## src/rtl/carry_skip_adder_pipe_pkg.sv

```systemverilog
// rtl/carry_skip_adder_pipe_pkg.sv - shared types and helpers for the carry-skip adder pipeline (CSA_OVERFLOW_EN adds sign bits)
package csa_pkg;

    // Widest operand the stage payload can carry; unused upper bits are pruned by synthesis.
    localparam int CSA_MAX_WIDTH = 64;

    typedef struct packed {
        logic                     valid;
        logic                     carry;
`ifdef CSA_OVERFLOW_EN
        logic                     sign_a;
        logic                     sign_b;
`endif
        logic [CSA_MAX_WIDTH-1:0] a_rem;
        logic [CSA_MAX_WIDTH-1:0] b_rem;
        logic [CSA_MAX_WIDTH-1:0] psum;
    } stage_t;

    function automatic int csa_nblk(input int width, input int block);
        return width / block;
    endfunction

    function automatic bit csa_cfg_ok(input int width, input int block);
        return (block > 0) && (width >= block) && ((width % block) == 0)
            && (width <= CSA_MAX_WIDTH);
    endfunction

endpackage

```

## src/rtl/carry_skip_adder_pipe_if.sv

```systemverilog
// rtl/carry_skip_adder_pipe_if.sv - operand/result stream interface (CSA_OVERFLOW_EN adds ovf)
interface carry_skip_adder_pipe_if #(
    parameter int WIDTH = 16
);
    logic             in_valid;
    logic             in_ready;
    logic [WIDTH-1:0] a;
    logic [WIDTH-1:0] b;
    logic             cin;
    logic             out_valid;
    logic             out_ready;
    logic [WIDTH-1:0] sum;
    logic             cout;
`ifdef CSA_OVERFLOW_EN
    logic             ovf;
`endif

    modport master (
        output in_valid, a, b, cin, out_ready,
`ifdef CSA_OVERFLOW_EN
        input  ovf,
`endif
        input  in_ready, out_valid, sum, cout
    );

    modport slave (
        input  in_valid, a, b, cin, out_ready,
`ifdef CSA_OVERFLOW_EN
        output ovf,
`endif
        output in_ready, out_valid, sum, cout
    );

endinterface

```

## src/rtl/carry_skip_adder_pipe_csa_block.sv

```systemverilog
// rtl/carry_skip_adder_pipe_csa_block.sv - one combinational ripple block with propagate-skip carry out
module csa_block #(
    parameter int BLOCK = 4
) (
    input  logic [BLOCK-1:0] a,
    input  logic [BLOCK-1:0] b,
    input  logic             ci,
    output logic [BLOCK-1:0] s,
    output logic             co,
    output logic             p
);
    logic [BLOCK:0]   c;
    logic [BLOCK-1:0] prop_bits;

    assign prop_bits = a ^ b;

    // Ripple carry chain across the block; c[i] is the carry into bit i.
    always_comb begin
        c    = '0;
        c[0] = ci;
        for (int i = 0; i < BLOCK; i++) begin
            c[i+1] = (a[i] & b[i]) | (prop_bits[i] & c[i]);
        end
    end

    assign s  = prop_bits ^ c[BLOCK-1:0];
    assign p  = &prop_bits;
    // When every bit propagates, the block carry-out equals its carry-in; skip the ripple.
    assign co = p ? ci : c[BLOCK];

endmodule

```

## src/rtl/carry_skip_adder_pipe.sv

```systemverilog
// rtl/carry_skip_adder_pipe.sv - pipelined carry-skip adder, one block per stage (CSA_OVERFLOW_EN adds ovf)
module carry_skip_adder_pipe
    import csa_pkg::*;
#(
    parameter int WIDTH = 16,
    parameter int BLOCK = 4
) (
    input logic                   clk,
    input logic                   rst,
    carry_skip_adder_pipe_if.slave bus
);
    localparam int NBLK = csa_nblk(WIDTH, BLOCK);
    localparam int LAST = NBLK - 1;

    if (!csa_cfg_ok(WIDTH, BLOCK)) begin : g_bad_cfg
        $error("carry_skip_adder_pipe: WIDTH must be a multiple of BLOCK, >= BLOCK and <= CSA_MAX_WIDTH");
    end

    logic            advance;
    logic [NBLK-1:0] prop;
    logic            unused_bits;

    for (genvar k = 0; k < NBLK; k++) begin : g_stage
        stage_t           src;
        stage_t           nxt;
        stage_t           r;
        logic [BLOCK-1:0] s;
        logic             co;

        if (k == 0) begin : g_first
            // Stage 0 takes its operands straight from the input stream.
            always_comb begin
                src                  = '0;
                src.valid            = bus.in_valid;
                src.carry            = bus.cin;
                src.a_rem[WIDTH-1:0] = bus.a;
                src.b_rem[WIDTH-1:0] = bus.b;
`ifdef CSA_OVERFLOW_EN
                src.sign_a           = bus.a[WIDTH-1];
                src.sign_b           = bus.b[WIDTH-1];
`endif
            end
        end else begin : g_rest
            assign src = g_stage[k-1].r;
        end

        csa_block #(
            .BLOCK(BLOCK)
        ) u_blk (
            .a (src.a_rem[BLOCK-1:0]),
            .b (src.b_rem[BLOCK-1:0]),
            .ci(src.carry),
            .s (s),
            .co(co),
            .p (prop[k])
        );

        // Consume the low operand block, shift the rest down, and deposit this block's sum bits.
        always_comb begin
            nxt                        = src;
            nxt.carry                  = co;
            nxt.a_rem                  = src.a_rem >> BLOCK;
            nxt.b_rem                  = src.b_rem >> BLOCK;
            nxt.psum[k*BLOCK +: BLOCK] = s;
        end

        // Stage register; holds (bubbles included) whenever the output is stalled.
        always_ff @(posedge clk or posedge rst) begin
            if (rst) begin
                r <= '0;
            end else if (advance) begin
                r <= nxt;
            end
        end
    end

    assign advance       = !g_stage[LAST].r.valid || bus.out_ready;
    assign bus.in_ready  = advance;
    assign bus.out_valid = g_stage[LAST].r.valid;
    assign bus.sum       = g_stage[LAST].r.psum[WIDTH-1:0];
    assign bus.cout      = g_stage[LAST].r.carry;

`ifdef CSA_OVERFLOW_EN
    assign bus.ovf = (g_stage[LAST].r.sign_a == g_stage[LAST].r.sign_b)
                  && (g_stage[LAST].r.psum[WIDTH-1] != g_stage[LAST].r.sign_a);
`endif

    // The last stage's operand remainders and the block propagate flags have no consumer.
    assign unused_bits = ^{g_stage[LAST].r.a_rem, g_stage[LAST].r.b_rem,
                           g_stage[LAST].r.psum, prop};

endmodule

```

## src/flat_wrapper.sv

```systemverilog
// flat-port wrapper written by rule: the top's interface ports become plain ports
module carry_skip_adder_pipe_flat import csa_pkg::*;
#(
    parameter int WIDTH = 16,
    parameter int BLOCK = 4
)
  (clk, rst, bus_in_valid, bus_a, bus_b, bus_cin, bus_out_ready, bus_in_ready, bus_out_valid, bus_sum, bus_cout);
  carry_skip_adder_pipe_if #(.WIDTH(WIDTH)) bus_i ();
  input logic clk;
  input logic rst;
  input wire logic [$bits(bus_i.in_valid)-1:0] bus_in_valid;
  input wire logic [$bits(bus_i.a)-1:0] bus_a;
  input wire logic [$bits(bus_i.b)-1:0] bus_b;
  input wire logic [$bits(bus_i.cin)-1:0] bus_cin;
  input wire logic [$bits(bus_i.out_ready)-1:0] bus_out_ready;
  output wire logic [$bits(bus_i.in_ready)-1:0] bus_in_ready;
  output wire logic [$bits(bus_i.out_valid)-1:0] bus_out_valid;
  output wire logic [$bits(bus_i.sum)-1:0] bus_sum;
  output wire logic [$bits(bus_i.cout)-1:0] bus_cout;
  assign bus_i.in_valid = bus_in_valid;
  assign bus_i.a = bus_a;
  assign bus_i.b = bus_b;
  assign bus_i.cin = bus_cin;
  assign bus_i.out_ready = bus_out_ready;
  assign bus_in_ready = bus_i.in_ready;
  assign bus_out_valid = bus_i.out_valid;
  assign bus_sum = bus_i.sum;
  assign bus_cout = bus_i.cout;
  carry_skip_adder_pipe #(.WIDTH(WIDTH), .BLOCK(BLOCK)) u_core (.clk(clk), .rst(rst), .bus(bus_i));
endmodule
```

## config.mk

```make
export PLATFORM = sky130hd
export DESIGN_NAME = carry_skip_adder_pipe_flat
export DESIGN_NICKNAME = d
export VERILOG_FILES = /design/src/rtl/carry_skip_adder_pipe_pkg.sv /design/src/rtl/carry_skip_adder_pipe_if.sv /design/src/rtl/carry_skip_adder_pipe_csa_block.sv /design/src/rtl/carry_skip_adder_pipe.sv /design/src/flat_wrapper.sv
export SDC_FILE = /design/constraint.sdc
export NUM_CORES = 1
export LEC_CHECK = 0
export CORE_ASPECT_RATIO = 1.4
export CORE_MARGIN = 4
export CORE_UTILIZATION = 55
export CTS_CLUSTER_DIAMETER = 50
export DETAILED_ROUTE_END_ITERATION = 10
export GPL_TIMING_DRIVEN = 0
export PLACE_DENSITY = 0.79
export SLEW_MARGIN = 20
export SYNTH_ARGS = -nofsm -noshare
export SYNTH_HDL_FRONTEND = slang
export SYNTH_HIERARCHICAL = 1
export SYNTH_SLANG_ARGS = --single-unit
```

## constraint.sdc

```tcl
create_clock -name clk -period 4.95 [get_ports clk]
set_input_delay 0.495 -clock clk [delete_from_list [all_inputs] [get_ports clk]]
set_output_delay 0.495 -clock clk [all_outputs]
set_load 0.05 [all_outputs]
```

==> results of run 1 <==
==> how the worst max path moves through the flow <==
stage,slack [ns],endpoint,depth (start not counted)
floorplan,1.95,u_core/bus.cout,1
global placement,0.65,u_core/bus.sum[15],2
detailed placement,2.02,u_core/g_stage[0].r[3],10
CTS,2.08,bus_in_ready,6
global route,2.03,bus_in_ready,6
finish,2.10,bus_in_ready,6
==> kinds of logic after synthesis <==
group | synth area share
buffers and inverters | 0.0509
DFF | 0.543
muxes | 0.274
and+or+nand+nor | 0.0147
adders and majority gates | 0.118
==> per-stage QoR <==
stage	instances	setup slack, ns	utilization
6_report	453	2.10	0.685
5_1_grt	453	2.03	0.685
4_1_cts	453	2.08	0.685
3_5_place_dp	437	2.02	0.659
3_3_place_gp	436	0.653	0.655
2_1_floorplan	281	1.95	-
==> registers in the layout, summed over array words and instances, names as in the netlist <==
signal                count
u_core/bus.cout           1
u_core/g_stage.r         78
u_core/bus.sum           16
u_core/bus.out_valid      1
==> layout make-up <==
class	instances	area, µm²	area share
flip-flops and latches	96	2400	0.450
multi-input cells	137	1800	0.337
repair buffers	56	578	0.108
clock buffers	11	151	0.0283
inverters	37	144	0.0269
well taps	100	125	0.0234
plain buffers	11	86.3	0.0162
clock inverters	5	55.1	0.0103
==> metal layers <==
| layer | track usage | vias up |
|---|---|---|
| li1 | - | 1055 |
| met1 | 0.193 | 1190 |
| met2 | 0.301 | 35 |
| met3 | 0.0439 | 5 |
| met4 | 0.0644 | 0 |
| met5 | 0 | - |
==> cells in the mapped netlist <==
cell | instances | area, µm²
mux2_2 | 67 | 754
nand2b_4 | 1 | 13.8
dfrtp_1 | 96 | 2400
and4_4 | 4 | 45.0
mux2i_1 | 4 | 40.0
ha_1 | 16 | 200
mux2_4 | 28 | 420
fa_1 | 16 | 320
inv_1 | 37 | 139
buf_2 | 6 | 30.0
nand2b_1 | 1 | 6.26
buf_6 | 5 | 56.3
==> critical path, delay by kind of cell <==
family | cells | cell delay, ns
buffers and inverters | 5 | 1.74
and+or+nand+nor | 1 | 0.12
==> report_power, final <==
part / internal [µW] / switching (µW) / total [µW]
logic: 785 / 715 / 1500
registers: 1130 / 223 / 1350
clock network: 259 / 258 / 517
total: 2170 / 1200 / 3370
==> metrics.cfg, run 1 <==
[setup_path]
r2r_end = u_core/g_stage[2].r[11]
critPathSlowestCell = clkdlybuf4s50_1
startpoint_type = primary input
cp.required_ns = 4.45
path_max_fanout = 10
regToRegStartpoint = u_core/g_stage[1].r[128]
r2r_cells = 9
endpoint_kind = output port
path_class = in2out
slowest_delay_ns = 0.83
path_common_cell = buf_6
arrival_ns = 2.36
reg2reg_slack_ns = 2.68
critPathLaunch = bus_out_ready
crit_chain = clkdlybuf4s50_1 > nand2b_4 > buf_6 > buf_6 > buf_6 > clkdlybuf4s50_1

[detailed_routing]
drt_iter0_drc = 71
drt-met1-wl_um = 2930
topRoutingLayerUsed = met4
post_drt_wl_per_cell_um = 16.0
num_vias = 2285
met3_length_um = 252
drt_wl_total_um = 7270
dr_wl_met2_um = 4010
post_drt_via_cell_ratio = 5.04
postRouteAntennaNets = 0
drt_first_pass_iters = 4
drcViolationCount = 0

[clock_network]
cts.repair.resized = 0
htree_levels = 3
clkTransAtPathRegs_ns = 0.09
cts_buffer_depth = 2
cts_buffers = 9
cts-root-buf = clkbuf_8
post-cts-setup-buffers = 0
cts_tree = done
worstSkewPairLatency_ns = 0.35
cts_sinks = 96
holdBufCountCts = 0

[sta]
layout_min_cycle_time_ns = 2.85
slew-limit-headroom = 0.663
maxSlewViolCount = 0
fin_skew_ns = 0.00697
rsz0062_at_grt = no
fin_crit_sh = 0.577
final_hold_viol_count = 0
setup_tns_ns = 0
setup_viol = 0
tightest_slew_ns = 0.505
max_freq_mhz = 350
holdWs_ns = 0.473

[synth]
syn_inst = 281
syn_area_um2 = 4430
synth_fp_nets = 350
ys_seq_area_frac = 0.543
syn_avg_cell_area_um2 = 15.8
ys_ff_latch = 96
synth_cell_types = 12
yosysWarnings = 6

[status]
outcome = completed

[global_route]
antenna_found_initial = 0
grt_pass1_wl_um = 12400
gr-usage-all-layers = 0.168
grt_overflow = 0
grt_max_degree = 67
grt_pass1_vias = 2545

[floorplan]
die_w_um = 83.8
dieArea_um2 = 9570
ios = 56
fp-row-count = 38
die_y_um = 114
core_area_um2 = 7800
start_util = 0.568

[placed_design]
io_buffers = 55
dpl-instance-area_um2 = 5140
gp_congestion = 0.735
place_hpwl_um = 5410

[cells_and_area]
diodes = 0
design_area_um2 = 5340
layout_commonest_cell = dfrtp_1
nets = 417
syn_to_final_growth_pct = 20.7
drive_above_1_share = 0.365
n_fill_cell = 577
mostFrequentLayoutCells = dfrtp_1 (96), mux2_2 (67), clkdlybuf4s50_1 (55)

[worst_hold_path]
hp-class = in2async

[pwr]
power.leakage_uw = 0.00249
ir_drop_mv = 0.293
pwr_density_cell_nw_per_um2 = 631
power_uw = 3370

[job]
maxCapViolCount = 0

Note: power is estimated with default switching activity, not from simulation.
==> run 2, diff against run 1 <==
- CORE_UTILIZATION: 55 -> 50
- PLACE_DENSITY: 0.79 -> 0.76
- clock period: 4.95 -> 2.5 ns (I/O delays scaled with it)
==> run 2 against run 1 <==
Against the previous run: sequential share of layout area down 0.73 points; largest power group unchanged; sequential power up 99%; via count up 0.35%; critical path depth unchanged; highest routed layer unchanged; hold slack worse by 0.13 ns; total power up 110%; count of clock-buffer cells in the layout up 1; sequential cell count unchanged; die area up 9.2%; first-iteration DRC count down 13%; critical path type unchanged.
==> metrics.cfg, run 2 (same netlist as run 1, synthesis figures left out) <==
[sta]
fin_crit_sh = 0.953
fin_skew_ns = 0.00449  ; was 0.00697 ns
tightest_slew_ns = 0.602  ; was 0.505 ns
setup_tns_ns = 0  ; unchanged
layout_min_cycle_time_ns = 2.38
setup_viol = 0  ; unchanged
rsz0062_at_grt = no  ; unchanged
slew-limit-headroom = 0.598  ; was 0.663
maxSlewViolCount = 0  ; unchanged
final_hold_viol_count = 0  ; unchanged
max_freq_mhz = 420

[clock_network]
cts_sinks = 96  ; unchanged
cts-root-buf = clkbuf_16  ; was clkbuf_8
worstSkewPairLatency_ns = 0.33  ; was 0.35 ns
cts_tree = done  ; unchanged
post-cts-setup-buffers = 0  ; unchanged
cts_buffers = 9  ; unchanged
holdBufCountCts = 0  ; unchanged
htree_levels = 3  ; unchanged
clkTransAtPathRegs_ns = 0.06  ; was 0.09 ns
cts.repair.resized = 0  ; unchanged
cts_buffer_depth = 2  ; unchanged

[setup_path]
r2r_cells = 9  ; unchanged
path_class = in2out  ; unchanged
cp.required_ns = 2.25  ; was 4.45 ns
startpoint_type = primary input  ; unchanged
path_max_fanout = 10  ; unchanged
reg2reg_slack_ns = 0.28  ; was 2.68 ns
arrival_ns = 2.13  ; was 2.36 ns
r2r_end = u_core/g_stage[1].r[7]  ; was u_core/g_stage[2].r[11]
endpoint_kind = output port  ; unchanged
regToRegStartpoint = u_core/g_stage[0].r[128]  ; was u_core/g_stage[1].r[128]

[cells_and_area]
nets = 418  ; was 417
design_area_um2 = 5430  ; was 5340 µm²
syn_to_final_growth_pct = 22.6  ; was 20.7%
regMostFlops = u_core/g_stage.r  ; unchanged
drive_above_1_share = 0.356  ; was 0.365
mostFrequentLayoutCells = dfrtp_1 (96), mux2_2 (67), clkdlybuf4s50_1 (55)  ; unchanged
layout_commonest_cell = dfrtp_1  ; unchanged
largest_register_ff_count = 78  ; unchanged
diodes = 0  ; unchanged

[placed_design]
gp_congestion = 0.738  ; was 0.735
dpl-instance-area_um2 = 5150  ; was 5140 µm²
place_hpwl_um = 5460  ; was 5410 µm
io_buffers = 55  ; unchanged

[detailed_routing]
drt_wl_total_um = 7420  ; was 7270 µm
drcViolationCount = 0  ; unchanged
drt_iter0_drc = 62  ; was 71
post_drt_via_cell_ratio = 5.03  ; was 5.04
post_drt_wl_per_cell_um = 16.3  ; was 16.0 µm
num_vias = 2293  ; was 2,285
postRouteAntennaNets = 0  ; unchanged
drt_first_pass_iters = 3  ; was 4

[global_route]
grt_pass1_wl_um = 12600  ; was 12,400 µm
grtUsageMet2 = 0.263  ; was 0.301
gr-usage-all-layers = 0.160  ; was 0.168
grt_max_degree = 37  ; was 67
grt_pass1_vias = 2524  ; was 2,545
antenna_found_initial = 0  ; unchanged
busiest_layer = met2  ; unchanged
grt_overflow = 0  ; unchanged
met3_usage = 0.0353  ; was 0.0439
gr-usage-met1 = 0.199  ; was 0.193

[floorplan]
die_w_um = 87.5  ; was 83.8 µm
start_util = 0.514  ; was 0.568
core_area_um2 = 8610  ; was 7800 µm²
die_y_um = 119  ; was 114 µm
dieArea_um2 = 10400  ; was 9570 µm²
ios = 56  ; unchanged
fp-row-count = 40  ; was 38

[worst_hold_path]
hp-class = in2async  ; unchanged

[pwr]
pwr_density_cell_nw_per_um2 = 1280  ; was 631 nW/µm²
ir_drop_mv = 0.664  ; was 0.293 mV
power.leakage_uw = 0.00252  ; was 0.00249 µW

[status]
outcome = completed  ; unchanged

[job]
maxCapViolCount = 0  ; unchanged

run 2: changes by cell type in the layout (fill, tap and decap cells not counted), sizes merged:
| cell | before | now |
|---|---|---|
| clkbuf | 11 | 12 |
| buf | 12 | 13 |
| clkinvlp | 2 | 1 |
| inv | 37 | 36 |
| clkinv | 2 | 0 |
run 2: critical path, cell delays in order:
cell and delay [ns]:
clkdlybuf4s50_1 0.46, nand2b_4 0.13, buf_6 0.11, buf_6 0.15, buf_6 0.20, clkdlybuf4s50_1 0.83
run 2: worst max-delay path by stage:
stage	start	to	slack [ns]	depth (start not counted)
after floorplan	u_core/g_stage[2].r[128]	u_core/bus.sum[15]	0.41	9
after global placement	bus_a[0]	u_core/g_stage[0].r[3]	-0.06	10
after detailed placement	bus_a[0]	u_core/g_stage[0].r[3]	-0.1	10
after CTS	bus_out_ready	bus_in_ready	0.11	6
after global routing	u_core/bus.out_valid	bus_in_ready	0.06	5
final	bus_out_ready	bus_in_ready	0.12	6
run 2: per-stage QoR:
| stage | hold slack, ns | utilization | instances | total power, µW | setup WS, ns |
|---|---|---|---|---|---|
| finish | 0.344 | 0.631 | 456 | 6940 | 0.116 |
| global route | 0.411 | 0.631 | 456 | 7440 | 0.0566 |
| CTS | 0.359 | 0.631 | 456 | 7040 | 0.109 |
| detailed placement | 0.455 | 0.599 | 443 | 5720 | -0.0986 |
| global placement | 0.446 | 0.594 | 441 | 5580 | -0.0613 |
| floorplan | 0.398 | - | 281 | 4840 | 0.411 |
run 2: per-layer routing:
metal,wire length [µm],vias up
met4,123,0
met3,285,11
met2,3980,37
met1,3020,1180
met5,0,-
li1,-,1065
run 2: final cells by class:
class                           count  area, µm²
Buffer                             11       86.3
Clock buffer                       12        246
Sequential cell                    96       2400
Clock inverter                      1       30.0
Timing Repair Buffer               57        591
Fill cell                         673       3180
Tap cell                          105        131
Multi-Input combinational cell    137       1800
Inverter                           37        143
run 2: where the power goes:
group          total (µW)  switching, µW  internal (µW)
clock network        1300            510            786
logic                2970           1410           1560
registers            2680            434           2240
total                6940           2350           4590
